===== src/rtl/alu_pkg.sv =====
`default_nettype none
// +--------------------------------------------------------------------------+
// | Module      : alu_pkg                                                    |
// | Description : Shared types for the sequential ALU: opcode encoding, FSM  |
// |               state encoding and the result-flag bundle.                 |
// |               Optional feature macro: ALU_MUL_EN (adds the BUSY state).  |
// | Revision    : 1.0 - initial release                                      |
// +--------------------------------------------------------------------------+
package alu_pkg;

  typedef enum logic [2:0] {
    OP_ADD = 3'd0,
    OP_SUB = 3'd1,
    OP_AND = 3'd2,
    OP_OR  = 3'd3,
    OP_XOR = 3'd4,
    OP_SHL = 3'd5,
    OP_SHR = 3'd6,
    OP_MUL = 3'd7
  } alu_op_t;

  typedef enum logic [1:0] {
    ST_IDLE = 2'd0,
`ifdef ALU_MUL_EN
    ST_BUSY = 2'd1,
`endif
    ST_DONE = 2'd2
  } alu_state_t;

  typedef struct packed {
    logic carry;
    logic zero;
    logic negative;
    logic overflow;
  } alu_flags_t;

endpackage
`default_nettype wire


===== src/rtl/alu_mul_seq.sv =====
`default_nettype none
// +--------------------------------------------------------------------------+
// | Module      : alu_mul_seq                                                |
// | Description : Unsigned shift-add multiplier, one multiplier bit per      |
// |               cycle. A start pulse loads the operands; done is high in   |
// |               the cycle whose clock edge completes the last partial      |
// |               product, and product already carries the final value then. |
// | Ports       : clock, reset (sync, active-high), start, a, b  -> inputs   |
// |               done, product[2*WIDTH-1:0]                     -> outputs  |
// | Revision    : 1.0 - initial release                                      |
// +--------------------------------------------------------------------------+
module alu_mul_seq #(
  parameter int WIDTH = 8
) (
  input  logic               clock,
  input  logic               reset,
  input  logic               start,
  input  logic [WIDTH-1:0]   a,
  input  logic [WIDTH-1:0]   b,
  output logic               done,
  output logic [2*WIDTH-1:0] product
);

  localparam int c_CNT_W = $clog2(WIDTH);

  logic [2*WIDTH-1:0] r_acc;
  logic [2*WIDTH-1:0] r_mcand;
  logic [WIDTH-1:0]   r_mplier;
  logic [c_CNT_W-1:0] r_count;
  logic               r_busy;
  logic [2*WIDTH-1:0] w_sum;

  // Accumulator value after the partial product of the current multiplier bit.
  assign w_sum   = r_acc + (r_mplier[0] ? r_mcand : '0);
  assign done    = r_busy && (r_count == '0);
  assign product = w_sum;

  always_ff @(posedge clock) begin
    if (reset) begin
      r_acc    <= '0;
      r_mcand  <= '0;
      r_mplier <= '0;
      r_count  <= '0;
      r_busy   <= 1'b0;
    end else if (start) begin
      r_acc    <= '0;
      r_mcand  <= {{WIDTH{1'b0}}, a};
      r_mplier <= b;
      r_count  <= c_CNT_W'(WIDTH - 1);
      r_busy   <= 1'b1;
    end else if (r_busy) begin
      r_acc    <= w_sum;
      r_mcand  <= r_mcand << 1;
      r_mplier <= r_mplier >> 1;
      if (r_count == '0) begin
        r_busy <= 1'b0;
      end else begin
        r_count <= r_count - 1'b1;
      end
    end
  end

endmodule
`default_nettype wire


===== src/rtl/alu_seq.sv =====
`default_nettype none
// +--------------------------------------------------------------------------+
// | Module      : alu_seq                                                    |
// | Description : Handshaked WIDTH-bit ALU (add/sub/logic/shift, optional    |
// |               multi-cycle unsigned multiply). Request accepted on        |
// |               in_valid&in_ready; registered result/flags held on         |
// |               out_valid until out_ready.                                 |
// | Ports       : clock, reset (sync, active-high)                           |
// |               in_valid, op[2:0], operand_a, operand_b, out_ready -> in   |
// |               in_ready, out_valid, result, result_hi,                    |
// |               carry, zero, negative, overflow                    -> out  |
// | Config      : define ALU_MUL_EN to implement MUL; otherwise op 7 returns |
// |               a zero result with overflow=1 as an illegal-op marker.     |
// | Revision    : 1.0 - initial release                                      |
// +--------------------------------------------------------------------------+
module alu_seq
  import alu_pkg::*;
#(
  parameter int WIDTH = 8,
  parameter int SHW   = $clog2(WIDTH)
) (
  input  logic             clock,
  input  logic             reset,
  input  logic             in_valid,
  output logic             in_ready,
  input  logic [2:0]       op,
  input  logic [WIDTH-1:0] operand_a,
  input  logic [WIDTH-1:0] operand_b,
  output logic             out_valid,
  input  logic             out_ready,
  output logic [WIDTH-1:0] result,
  output logic [WIDTH-1:0] result_hi,
  output logic             carry,
  output logic             zero,
  output logic             negative,
  output logic             overflow
);

  localparam int c_MSB = WIDTH - 1;

  alu_state_t       r_state;
  alu_state_t       w_state_nxt;
  logic             r_bubble;
  logic             w_bubble_nxt;
  logic             w_take;
  logic             w_load_alu;
  logic [WIDTH-1:0] r_result;
  logic [WIDTH-1:0] r_result_hi;
  alu_flags_t       r_flags;

  logic [WIDTH:0]   w_ext;
  logic [WIDTH-1:0] w_alu_res;
  logic [WIDTH-1:0] w_alu_hi;
  alu_flags_t       w_alu_flags;
  logic [SHW-1:0]   w_shamt;

`ifdef ALU_MUL_EN
  logic               w_is_mul;
  logic               w_mul_start;
  logic               w_mul_done;
  logic               w_load_mul;
  logic [2*WIDTH-1:0] w_mul_product;

  assign w_is_mul = (alu_op_t'(op) == OP_MUL);

  alu_mul_seq #(.WIDTH(WIDTH)) u_mul (
    .clock   (clock),
    .reset   (reset),
    .start   (w_mul_start),
    .a       (operand_a),
    .b       (operand_b),
    .done    (w_mul_done),
    .product (w_mul_product)
  );
`endif

  // Upper bits of the shift amount are ignored.
  assign w_shamt = operand_b[SHW-1:0];

  // Single-cycle datapath, evaluated on the live inputs and captured at accept.
  always_comb begin
    w_ext       = '0;
    w_alu_res   = '0;
    w_alu_hi    = '0;
    w_alu_flags = '0;
    case (alu_op_t'(op))
      OP_ADD: begin
        w_ext                = {1'b0, operand_a} + {1'b0, operand_b};
        w_alu_res            = w_ext[c_MSB:0];
        w_alu_flags.carry    = w_ext[WIDTH];
        w_alu_flags.overflow = (operand_a[c_MSB] == operand_b[c_MSB]) &&
                               (w_alu_res[c_MSB] != operand_a[c_MSB]);
      end
      OP_SUB: begin
        // Top bit of the extended difference is the borrow.
        w_ext                = {1'b0, operand_a} - {1'b0, operand_b};
        w_alu_res            = w_ext[c_MSB:0];
        w_alu_flags.carry    = w_ext[WIDTH];
        w_alu_flags.overflow = (operand_a[c_MSB] != operand_b[c_MSB]) &&
                               (w_alu_res[c_MSB] != operand_a[c_MSB]);
      end
      OP_AND: w_alu_res = operand_a & operand_b;
      OP_OR:  w_alu_res = operand_a | operand_b;
      OP_XOR: w_alu_res = operand_a ^ operand_b;
      OP_SHL: begin
        // Extra bit above the MSB catches the last bit shifted out (0 for shift 0).
        w_ext             = {1'b0, operand_a} << w_shamt;
        w_alu_res         = w_ext[c_MSB:0];
        w_alu_flags.carry = w_ext[WIDTH];
      end
      OP_SHR: begin
        w_ext             = {operand_a, 1'b0} >> w_shamt;
        w_alu_res         = w_ext[WIDTH:1];
        w_alu_flags.carry = w_ext[0];
      end
`ifndef ALU_MUL_EN
      OP_MUL: w_alu_flags.overflow = 1'b1;
`endif
      default: ;
    endcase
    w_alu_flags.zero     = (w_alu_res == '0);
    w_alu_flags.negative = w_alu_res[c_MSB];
  end

  // Next-state and handshake outputs. r_bubble forces one idle output cycle
  // when a new single-cycle request is taken while a result is being consumed.
  always_comb begin
    w_state_nxt  = r_state;
    w_bubble_nxt = 1'b0;
    in_ready     = 1'b0;
    out_valid    = 1'b0;
    w_take       = 1'b0;
    w_load_alu   = 1'b0;
`ifdef ALU_MUL_EN
    w_mul_start  = 1'b0;
    w_load_mul   = 1'b0;
`endif
    case (r_state)
      ST_IDLE: begin
        in_ready = 1'b1;
        w_take   = in_valid;
      end
`ifdef ALU_MUL_EN
      ST_BUSY: begin
        if (w_mul_done) begin
          w_load_mul  = 1'b1;
          w_state_nxt = ST_DONE;
        end
      end
`endif
      ST_DONE: begin
        if (!r_bubble) begin
          out_valid = 1'b1;
          in_ready  = out_ready;
          if (out_ready) begin
            w_state_nxt = ST_IDLE;
            w_take      = in_valid;
          end
        end
      end
      default: w_state_nxt = ST_IDLE;
    endcase

    if (w_take) begin
`ifdef ALU_MUL_EN
      if (w_is_mul) begin
        w_mul_start = 1'b1;
        w_state_nxt = ST_BUSY;
      end else
`endif
      begin
        w_load_alu   = 1'b1;
        w_state_nxt  = ST_DONE;
        w_bubble_nxt = (r_state == ST_DONE);
      end
    end
  end

  always_ff @(posedge clock) begin
    if (reset) begin
      r_state  <= ST_IDLE;
      r_bubble <= 1'b0;
    end else begin
      r_state  <= w_state_nxt;
      r_bubble <= w_bubble_nxt;
    end
  end

  always_ff @(posedge clock) begin
    if (reset) begin
      r_result    <= '0;
      r_result_hi <= '0;
      r_flags     <= '0;
    end else if (w_load_alu) begin
      r_result    <= w_alu_res;
      r_result_hi <= w_alu_hi;
      r_flags     <= w_alu_flags;
    end
`ifdef ALU_MUL_EN
    else if (w_load_mul) begin
      r_result          <= w_mul_product[c_MSB:0];
      r_result_hi       <= w_mul_product[2*WIDTH-1:WIDTH];
      r_flags.carry     <= |w_mul_product[2*WIDTH-1:WIDTH];
      r_flags.zero      <= (w_mul_product == '0);
      r_flags.negative  <= w_mul_product[2*WIDTH-1];
      r_flags.overflow  <= 1'b0;
    end
`endif
  end

  assign result    = r_result;
  assign result_hi = r_result_hi;
  assign carry     = r_flags.carry;
  assign zero      = r_flags.zero;
  assign negative  = r_flags.negative;
  assign overflow  = r_flags.overflow;

endmodule
`default_nettype wire

===== config.mk =====
export PLATFORM = sky130hd
export DESIGN_NAME = alu_seq
export DESIGN_NICKNAME = d
export VERILOG_FILES = /design/src/rtl/alu_pkg.sv /design/src/rtl/alu_mul_seq.sv /design/src/rtl/alu_seq.sv
export SDC_FILE = /design/constraint.sdc
export NUM_CORES = 1
export LEC_CHECK = 0
export CAP_MARGIN = 0
export CORE_UTILIZATION = 25
export DETAILED_ROUTE_END_ITERATION = 12
export GPL_TIMING_DRIVEN = 0
export PLACE_DENSITY = 0.54
export SLEW_MARGIN = 20
export SYNTH_ARGS = -nofsm -noshare
export SYNTH_HDL_FRONTEND = slang
export SYNTH_HIERARCHICAL = 1
export SYNTH_SLANG_ARGS = --single-unit

===== constraint.sdc =====
create_clock -name clock -period 5.67 [get_ports clock]
set_input_delay 1.134 -clock clock [delete_from_list [all_inputs] [get_ports clock]]
set_output_delay 1.134 -clock clock [all_outputs]
set_load 0.01 [all_outputs]

* Yosys cells after proc, flatten, opt, wreduce, memory -nomap -nowiden
Cells that the tools add are included.
** Storage, ports and cells
- Flip-flop bits (word level) :: 15
- Bits in latches :: 0
- RAM bits :: 0
- Bits in read-only memories :: 0
- Input port bits :: 23
- Output and inout port bits :: 22
- Word-level logic and storage cells :: 58
- Memories kept :: 0
** Cells by class
- Add/sub/neg operators :: 2
- Multiply operators :: 0
- Divide/modulo/power cells :: 0
- $lt $le $gt $ge :: 0
- Equal/unequal tests :: 17
- Shift-type cells :: 2
- Multiplexer cells :: 15
- Bitwise gates (word level) :: 5
- Reductions and logical operators :: 9
** Operators with widths (number)
- $pmux 8 s7 :: 1
- $eq 3x3->1 const B :: 4
- $add 8x8->9 :: 1
- $shl 8x3->9 :: 1
- $shr 9x3->9 :: 1
- $sub 8x8->9 :: 1
- $and 8x8->8 :: 1
- $logic_not 8->1 :: 1
- $or 8x8->8 :: 1
- $xor 8x8->8 :: 1
- $eq 3x2->1 const B :: 2
- $mux 1 :: 6
- $mux 2 :: 3
- $ne 2x2->1 const B :: 3
- $ne 3x3->1 const B :: 2
- $reduce_and 3->1 :: 2
- $pmux 1 s2 :: 2
- $pmux 1 s4 :: 1
- $pmux 2 s2 :: 1
- $reduce_or 2->1 :: 2
- $eq 3x1->1 const B :: 1
- $logic_not 3->1 :: 1
- $ne 1x1->1 :: 3
- $pmux 1 s3 :: 1
- other kinds (5) :: 7

* Longest topological paths before layout
Gate-level depths: netlist of the first run.
- Depth in word-level cells :: 5
- Mapped depth :: 11
- Gate-level depth less buffers :: 10

* Worst setup path after synthesis of the first run
Ideal clock, no wire load.
- Path kind :: input-to-reg
- Start point :: input operand_b[1]
- End point :: register r_flags, in the netlist overflow
- Setup time :: 91 ps
- Arrival time :: 3296 ps
- Data required time :: 5579 ps
- Slack :: 2283 ps
- Cell stages on the path :: 11
- Path buffers :: 2
- Cell sequence :: buf_2 inv_2 buf_4 ha_1 a211oi_2 o21bai_2 a2111oi_2 a211oi_2 xnor2_1 or3_1 a311oi_1
** Between the ends
- Cells in the longest elaborated chain, start to end :: 4
- Elaborated cells between the ends (all ways) :: 7
- Those cells by class :: add/sub: 2; eq/ne: 2; mux: 1; reduce/logical: 2
** Ends and longest elaborated chain
- start, declared :: line alu_seq.sv:28 : input logic [WIDTH-1:0] operand_b,
- $sub 8x8->9 or $add 8x8->9 (tied branches) :: line alu_seq.sv:96, alu_seq.sv:88
- $ne 1x1->1, on equally long branches :: line alu_seq.sv:100, alu_seq.sv:92
- $logic_and 1x1->1, on equally long branches :: line alu_seq.sv:99, alu_seq.sv:91
- $pmux 1 s3 (*) :: line alu_seq.sv:86 : case (alu_op_t'(op))
- end signal, assigned :: line alu_seq.sv:197 : r_flags <= w_alu_flags;
- end, declared :: line alu_seq.sv:49 : alu_flags_t r_flags;
Every way passes the cells marked *; elsewhere a longest branch is shown, timed or not.
A chain may end at the register's enable or synchronous reset.

* Final worst setup path of the first run
- Start point :: input operand_b[1]
- End point :: register r_flags, in the netlist zero
** Between the ends
- Cells in the longest elaborated chain, start to end :: 3
- Elaborated cells between the ends (all ways) :: 9
- Those cells by class :: add/sub: 2; shift: 2; mux: 1; bitwise: 3; reduce/logical: 1
** Ends and longest elaborated chain
- $sub 8x8->9 (tied with other cells) :: line alu_seq.sv:96 : w_ext = {1'b0, operand_a} - {1'b0, operand_b};
- $pmux 8 s7 (*) :: line alu_seq.sv:86
- $logic_not 8->1 (*) :: line alu_seq.sv:121 : w_alu_flags.zero = (w_alu_res == '0);
Marked as above.

==> flow_metrics.env, run 1 <==
export IMPL_r2r_slack_ps=3850
export IMPL_cp_max_fo=11
export IMPL_cts_buffers=3
export IMPL_area_delta_synth_final_pct=24.65
export IMPL_via_per_inst=5.134
export IMPL_p_leak_nw=1.230
export IMPL_port_buffers=36
export IMPL_wl_met3_um=468
export IMPL_cap_violations=0
export IMPL_die_x_um=97.91
export IMPL_nets=398
export IMPL_routed_wl_mm=7.192
export IMPL_hold_start="carry$_SDFFE_PP0P_"
export IMPL_synth_top_cell_area_share_pct=13.60
export IMPL_fp_row_count=34
export IMPL_fin_tns_setup_ps=0
export IMPL_max_stage_delay_ps=570
export IMPL_r2r_end="zero$_SDFFE_PP0P_"
export IMPL_rr_startpoint="r_bubble$_SDFF_PP0_"
export IMPL_synthMostInstantiatedCell="nor2_1"
export IMPL_grt_max_degree=12
export IMPL_num_fill_cells=964
export IMPL_hpwl_mm=5.837
export IMPL_critPathKind="primary input to register"
export IMPL_initial_utilization_pct=26.12
export IMPL_clkTransAtPathRegs_ps=50
export IMPL_required_ps=5820
export IMPL_wl_met2_mm=3.193
export IMPL_htree_levels=1
export IMPL_grt_ovfl_total=0
export IMPL_dpl_worst_slack_ps=1387
export IMPL_clk_latency_ps=230
export IMPL_ff2ff_path_depth=5
export IMPL_die_y_um=97.91
export IMPL_post_cts_buffers=0
export IMPL_tritoncts="built"
export IMPL_maxSlewViolCount=0
export IMPL_grt_antenna_before_repair=0
export IMPL_dr_pass1_iters=8
export IMPL_grt_use_total_pct=14.97
export IMPL_violations="DRC"
export IMPL_endpoint_kind="register"
export IMPL_cts_resized=0
export IMPL_drtIter0Drc=239
export IMPL_drtAntennaViolNets=0
export IMPL_worstPathCellList="clkdlybuf4s50_1, buf_2, inv_2, buf_4, ha_1, o21bai_1, nand3_1, a31oi_1, o22ai_1, xnor2_1, o2111ai_1, o31ai_1"
export IMPL_clockBufferDepth=2
export IMPL_met1_length_mm=3.457
export IMPL_avgSynthCellArea_um2=7.666
export IMPL_drc=4
export IMPL_ctsHoldBuffers=0
export IMPL_ys_ff_latch=13
export IMPL_top_layer_used="met4"
export IMPL_worst_slack_ps=1631
export IMPL_period_share_pct=71.23
export IMPL_critPathArrivalTime_ps=4190
export IMPL_clock_sinks=13
export IMPL_fin_skew_ps=0.3882
export IMPL_hold_depth=2
export IMPL_multi_input_area_um2=1772
export IMPL_setup_viol=0
export IMPL_period_minus_slack_ps=4039
export IMPL_vias=2336
export IMPL_crit_path_top_delay_cell="clkdlybuf4s50_1"
export IMPL_ios=45
export IMPL_hold_worst_slack_ps=470.6
export IMPL_hold_class="register to register"
export IMPL_grt_pass1_wl_mm=11.61
export IMPL_grt_pass1_vias=2171
export IMPL_power_per_cell_area_nw_per_um2=143.1
export IMPL_core_um2=8806
export IMPL_worst_pin_slew_ps=556.7
export IMPL_drive_gt1_share_pct=12.39
export IMPL_ys_flop_type="dfxtp_1"
export IMPL_synth_edf_count=0
export IMPL_synth_cell_types=69
export IMPL_syn_area_um2=2300
export IMPL_dieArea_um2=9586
export IMPL_yosysTopAreaCell="ha_1"
export IMPL_wl_per_cell_um=15.81
export IMPL_outcome="complete, but fails checks"
export IMPL_layout_area_seq_um2=260.3
export IMPL_gp_congestion=0.9236
export IMPL_netlist_instances=300
export IMPL_synthTopCellsByCount="nor2_1, ha_1, inv_1"
export IMPL_yosysWarnings=6
export IMPL_ir_worst_vdd_v=0.00005899
export IMPL_relSlewSlack_pct=62.89
export IMPL_yosysSeqAreaShare_pct=11.32
export IMPL_cts_root_buf="clkbuf_8"
export IMPL_finalHoldViolCount=0
export IMPL_async_flop_share_pct=0
export IMPL_synth_area_leaders="ha_1, dfxtp_1, mux2i_1"
export IMPL_rsz0062_at_grt="no"
export IMPL_fmax_ghz=0.2476
export IMPL_critPathLaunchType="primary input"
export IMPL_whs_endpoint="carry$_SDFFE_PP0P_"
export IMPL_antenna_cells=0
[area by class of cell]
| class | count | area share [%] |
|---|---|---|
| repair buffers | 36 | 12.57 |
| flip-flops and latches | 13 | 9.079 |
| inverters | 27 | 3.623 |
| plain buffers | 29 | 6.635 |
| multi-input cells | 238 | 61.81 |
| well taps | 108 | 4.714 |
| clock buffers | 4 | 1.571 |
[per-layer routing]
metal / global-route usage, % / vias to the layer above
li1: - / 1164
met4: 3.730 / 0
met5: 0 / -
met3: 1.360 / 7
met2: 24.38 / 91
met1: 21.13 / 1074
[cells by family after synthesis]
group	after synthesis	share of synthesized area, %
buffers and inverters	56	12.79
and+or+nand+nor	90	19.80
other	1	0.1631
AOI/OAI and AO/OA	86	28.02
DFF	13	11.32
xor gates and xnor gates	7	2.666
muxes	20	9.902
adders and majority gates	27	15.34
[flip-flops by register name, indices dropped and copies added, names as in the netlist]
register	cells
result	8
r_bubble	1
zero	1
overflow	1
carry	1
r_state	1
[worst max-delay path, delay by kind of cell]
kind,cells,cell delay [ps]
buffers and inverters,4,1080
XOR/XNOR,1,340
AO/OA/AOI/OAI,5,1170
AND/OR/NAND/NOR,1,130
adder cells (fa/ha/maj),1,350
[worst max-delay path by stage]
stage / startpoint / endpoint / slack (ps) / cells after the start
floorplan: operand_b[1] / overflow$_SDFFE_PP0P_ / 2280 / 11
global placement: operand_b[1] / overflow$_SDFFE_PP0P_ / 1400 / 12
detailed placement: operand_b[1] / overflow$_SDFFE_PP0P_ / 1390 / 12
CTS: operand_b[1] / overflow$_SDFFE_PP0P_ / 1630 / 12
global route: operand_b[1] / zero$_SDFFE_PP0P_ / 1450 / 12
finish: operand_b[1] / zero$_SDFFE_PP0P_ / 1630 / 12
[cells in the final DEF (no fill, tap or decap), types with 3 or more instances in the layout]
| cell | netlist | layout |
|---|---|---|
| a22oi_1 | 7 | 7 |
| nand3b_1 | 4 | 4 |
| nor2b_1 | 4 | 4 |
| buf_2 | 8 | 8 |
| o22ai_1 | 6 | 6 |
| nand2b_1 | 7 | 7 |
| nand2_1 | 12 | 12 |
| nor2_1 | 30 | 30 |
| o31ai_1 | 3 | 3 |
| buf_4 | 13 | 13 |
| o32ai_1 | 3 | 3 |
| clkbuf_1 | 4 | 5 |
| conb_1 | 1 | 8 |
| and3_1 | 3 | 3 |
| clkbuf_8 | 0 | 3 |
| nand3_1 | 6 | 6 |
| o21ai_0 | 5 | 5 |
| clkdlybuf4s50_1 | 0 | 36 |
| mux2i_1 | 16 | 16 |
| dfxtp_1 | 13 | 13 |
| xnor2_1 | 6 | 6 |
| inv_1 | 25 | 25 |
| a211oi_1 | 5 | 5 |
| o221ai_1 | 3 | 3 |
| nor3_1 | 11 | 11 |
| o21ai_1 | 6 | 6 |
| ha_1 | 25 | 25 |
| a21oi_1 | 18 | 18 |
[through the flow]
step                util (%)  cell area (um^2)  std cells  total power, W
floorplan                  -              2326        307       0.0002525
global placement       32.04              2821        451       0.0003282
detailed placement     32.04              2821        451       0.0003290
CTS                    32.55              2867        455       0.0004106
global route           32.55              2867        455       0.0004373
finish                 32.55              2867        455       0.0004101
[power breakdown]
| part | switching, W | internal [W] | total [W] | leakage [nW] |
|---|---|---|---|---|
| Combinational | 0.000125 | 0.000103 | 0.000228 | 1.10 |
| Clock | 0.0000302 | 0.0000495 | 0.0000796 | 0.0228 |
| Sequential | 0.00000360 | 0.0000985 | 0.000102 | 0.107 |
| Total | 0.000159 | 0.000251 | 0.000410 | 1.23 |
No activity file was read; power rests on OpenSTA's default activity.
==> run 2, diff against run 1 <==
--- a/config.mk
+++ b/config.mk
@@ -9,7 +9,7 @@
 export CORE_UTILIZATION = 25
 export DETAILED_ROUTE_END_ITERATION = 12
 export GPL_TIMING_DRIVEN = 0
-export PLACE_DENSITY = 0.54
+export PLACE_DENSITY = 0.55
 export SLEW_MARGIN = 20
 export SYNTH_ARGS = -nofsm -noshare
 export SYNTH_HDL_FRONTEND = slang
==> constraint.sdc (replaced) <==
create_clock -name clock -period 3.3 [get_ports clock]
set_input_delay 0.66 -clock clock [delete_from_list [all_inputs] [get_ports clock]]
set_output_delay 0.66 -clock clock [all_outputs]
set_load 0.01 [all_outputs]
==> flow_metrics.env, run 2 (synthesized netlist as in run 1, its figures left out) <==
export IMPL_grt_max_degree=12
export IMPL_dieArea_um2=9586
export IMPL_setup_viol=0
export IMPL_critPathCapture="zero$_SDFFE_PP0P_"
export IMPL_hold_class="register to register"
export IMPL_wl_met2_mm=3.379
export IMPL_vias=2349
export IMPL_hold_worst_slack_ps=464.0
export IMPL_htree_levels=1
export IMPL_endpoint_kind="register"
export IMPL_rr_startpoint="r_bubble$_SDFF_PP0_"
export IMPL_gp_congestion=1.004
export IMPL_area_delta_synth_final_pct=26.33
export IMPL_placed_cell_area_um2=2821
export IMPL_largest_reg_flops=8
export IMPL_core_um2=8806
export IMPL_antenna_cells=0
export IMPL_initial_utilization_pct=26.12
export IMPL_top_layer_used="met4"
export IMPL_dpl_worst_slack_ps=-578.2
export IMPL_tritoncts="built"
export IMPL_cts_root_buf="clkbuf_8"
export IMPL_design_area_um2=2905
export IMPL_dr_pass1_iters=9
export IMPL_outcome="complete, but fails checks"
export IMPL_relSlewSlack_pct=53.07
export IMPL_rsz0062_at_grt="no"
export IMPL_finalHoldViolCount=0
export IMPL_drtAntennaViolNets=0
export IMPL_crit_start="operand_b[0]"
export IMPL_placed_cells=451
export IMPL_grt_pass1_vias=2211
export IMPL_mostFrequentLayoutCell="clkdlybuf4s50_1"
export IMPL_p_leak_nw=1.248
export IMPL_drc=6
export IMPL_violations="DRC"
export IMPL_worst_slack_ps=150.5
export IMPL_worst_pin_slew_ps=702.5
export IMPL_grt_antenna_before_repair=0
export IMPL_fmax_ghz=0.3175
export IMPL_grt_pass1_wl_mm=12.03
export IMPL_nets=399
export IMPL_critPathLaunchType="primary input"
export IMPL_max_stage_delay_ps=460
export IMPL_clockBufferDepth=2
export IMPL_fin_skew_ps=0.9438
export IMPL_hold_depth=2
export IMPL_utilization_pct=32.99
export IMPL_ff2ff_path_depth=5
export IMPL_fin_cells=456
export IMPL_clock_sinks=13
export IMPL_power_per_cell_area_nw_per_um2=246.3
export IMPL_clk_latency_ps=240
export IMPL_clkTransAtPathRegs_ps=50
export IMPL_wl_met3_um=445
export IMPL_drtIter0Drc=179
export IMPL_grt_ovfl_total=0
export IMPL_critPathKind="primary input to register"
export IMPL_final_cell_mix="clkdlybuf4s50_1, nor2_1, inv_1, ha_1, a21oi_1"
export IMPL_cap_violations=0
export IMPL_worstPathCellList="clkdlybuf4s50_1, ha_1, fa_1, or3_4, a311oi_4, nor4_1, nor2_1, and3_1, nand4_1, o31ai_1"
export IMPL_grt_use_total_pct=15.89
export IMPL_required_ps=3460
export IMPL_crit_path_top_delay_cell="clkdlybuf4s50_1"
export IMPL_cp_num_buf_inv=1
export IMPL_cts_buffers=3
export IMPL_fp_row_count=34
export IMPL_hpwl_mm=5.995
export IMPL_cp_max_fo=3
export IMPL_period_minus_slack_ps=3149
export IMPL_maxSlewViolCount=0
export IMPL_critical_path_cell_count=10
export IMPL_ctsHoldBuffers=0
export IMPL_routed_wl_mm=7.450
export IMPL_ir_worst_vdd_v=0.00008655
export IMPL_wl_per_cell_um=16.34
export IMPL_r2r_slack_ps=1440
export IMPL_period_share_pct=95.44
export IMPL_r2r_end="zero$_SDFFE_PP0P_"
export IMPL_die_y_um=97.91
export IMPL_via_per_inst=5.151
export IMPL_drive_gt1_share_pct=13.51
export IMPL_cp_top_family="simple AND/OR/NAND/NOR gates"
export IMPL_port_buffers=36
export IMPL_met1_length_mm=3.536
export IMPL_critPathArrivalTime_ps=3310
export IMPL_die_x_um=97.91
export IMPL_ios=45
run 2: changes by cell type in the layout (fill, tap and decap cells not counted), moves of 2 or more:
cell	previous run	this run
buf_2	8	6
dlygate4sd2_1	0	2
buf_4	13	15
clkdlybuf4s50_1	36	32
run 2: where the power goes:
part | switching [W] | total [W] | internal (W)
registers | 0.00000655 | 0.000176 | 0.000169
logic | 0.000218 | 0.000398 | 0.000180
clock network | 0.0000566 | 0.000142 | 0.0000854
run 2: repair_timing:
action	CTS	global route
gates resized for setup	7	6
setup endpoints to repair	6	4
setup buffers	0	1
pin swaps	0	2
cloned	0	0
run 2: worst min-delay path by stage:
stage / from / endpoint / slack, ps
2_1_floorplan: r_state[1]$_SDFFE_PP0P_ / r_bubble$_SDFF_PP0_ / 460
3_3_place_gp: carry$_SDFFE_PP0P_ / carry$_SDFFE_PP0P_ / 450
3_5_place_dp: carry$_SDFFE_PP0P_ / carry$_SDFFE_PP0P_ / 450
4_1_cts: carry$_SDFFE_PP0P_ / carry$_SDFFE_PP0P_ / 460
5_1_grt: carry$_SDFFE_PP0P_ / carry$_SDFFE_PP0P_ / 500
6_report: carry$_SDFFE_PP0P_ / carry$_SDFFE_PP0P_ / 460
run 2: cell type report:
type,instances,area (um^2)
sequential,13,260.3
buffer,29,198.9
clock buffer,4,45.04
multi-input combinational,238,1795
fill,929,5901
tap,108,135.1
inverter,27,107.6
timing repair buffer,37,362.8
run 2: through the flow:
stage               total power, W  TNS (ps)
floorplan                0.0004338         0
finish                   0.0007155         0
detailed placement       0.0005648     -2341
CTS                      0.0007119         0
global route             0.0007645         0
global placement         0.0005629     -2048
run 2: layer usage:
layer  GRT usage [%]  up-vias
met2           26.38      108
met1           22.02     1072
met5               0        -
li1                -     1161
met3          0.8590        8
met4           4.895        0
run 2: tightest hold or removal path, cell delays in order, from the launching register on:
cell and delay, ps:
dfxtp_1 310, nand2_1 50, a21oi_1 50
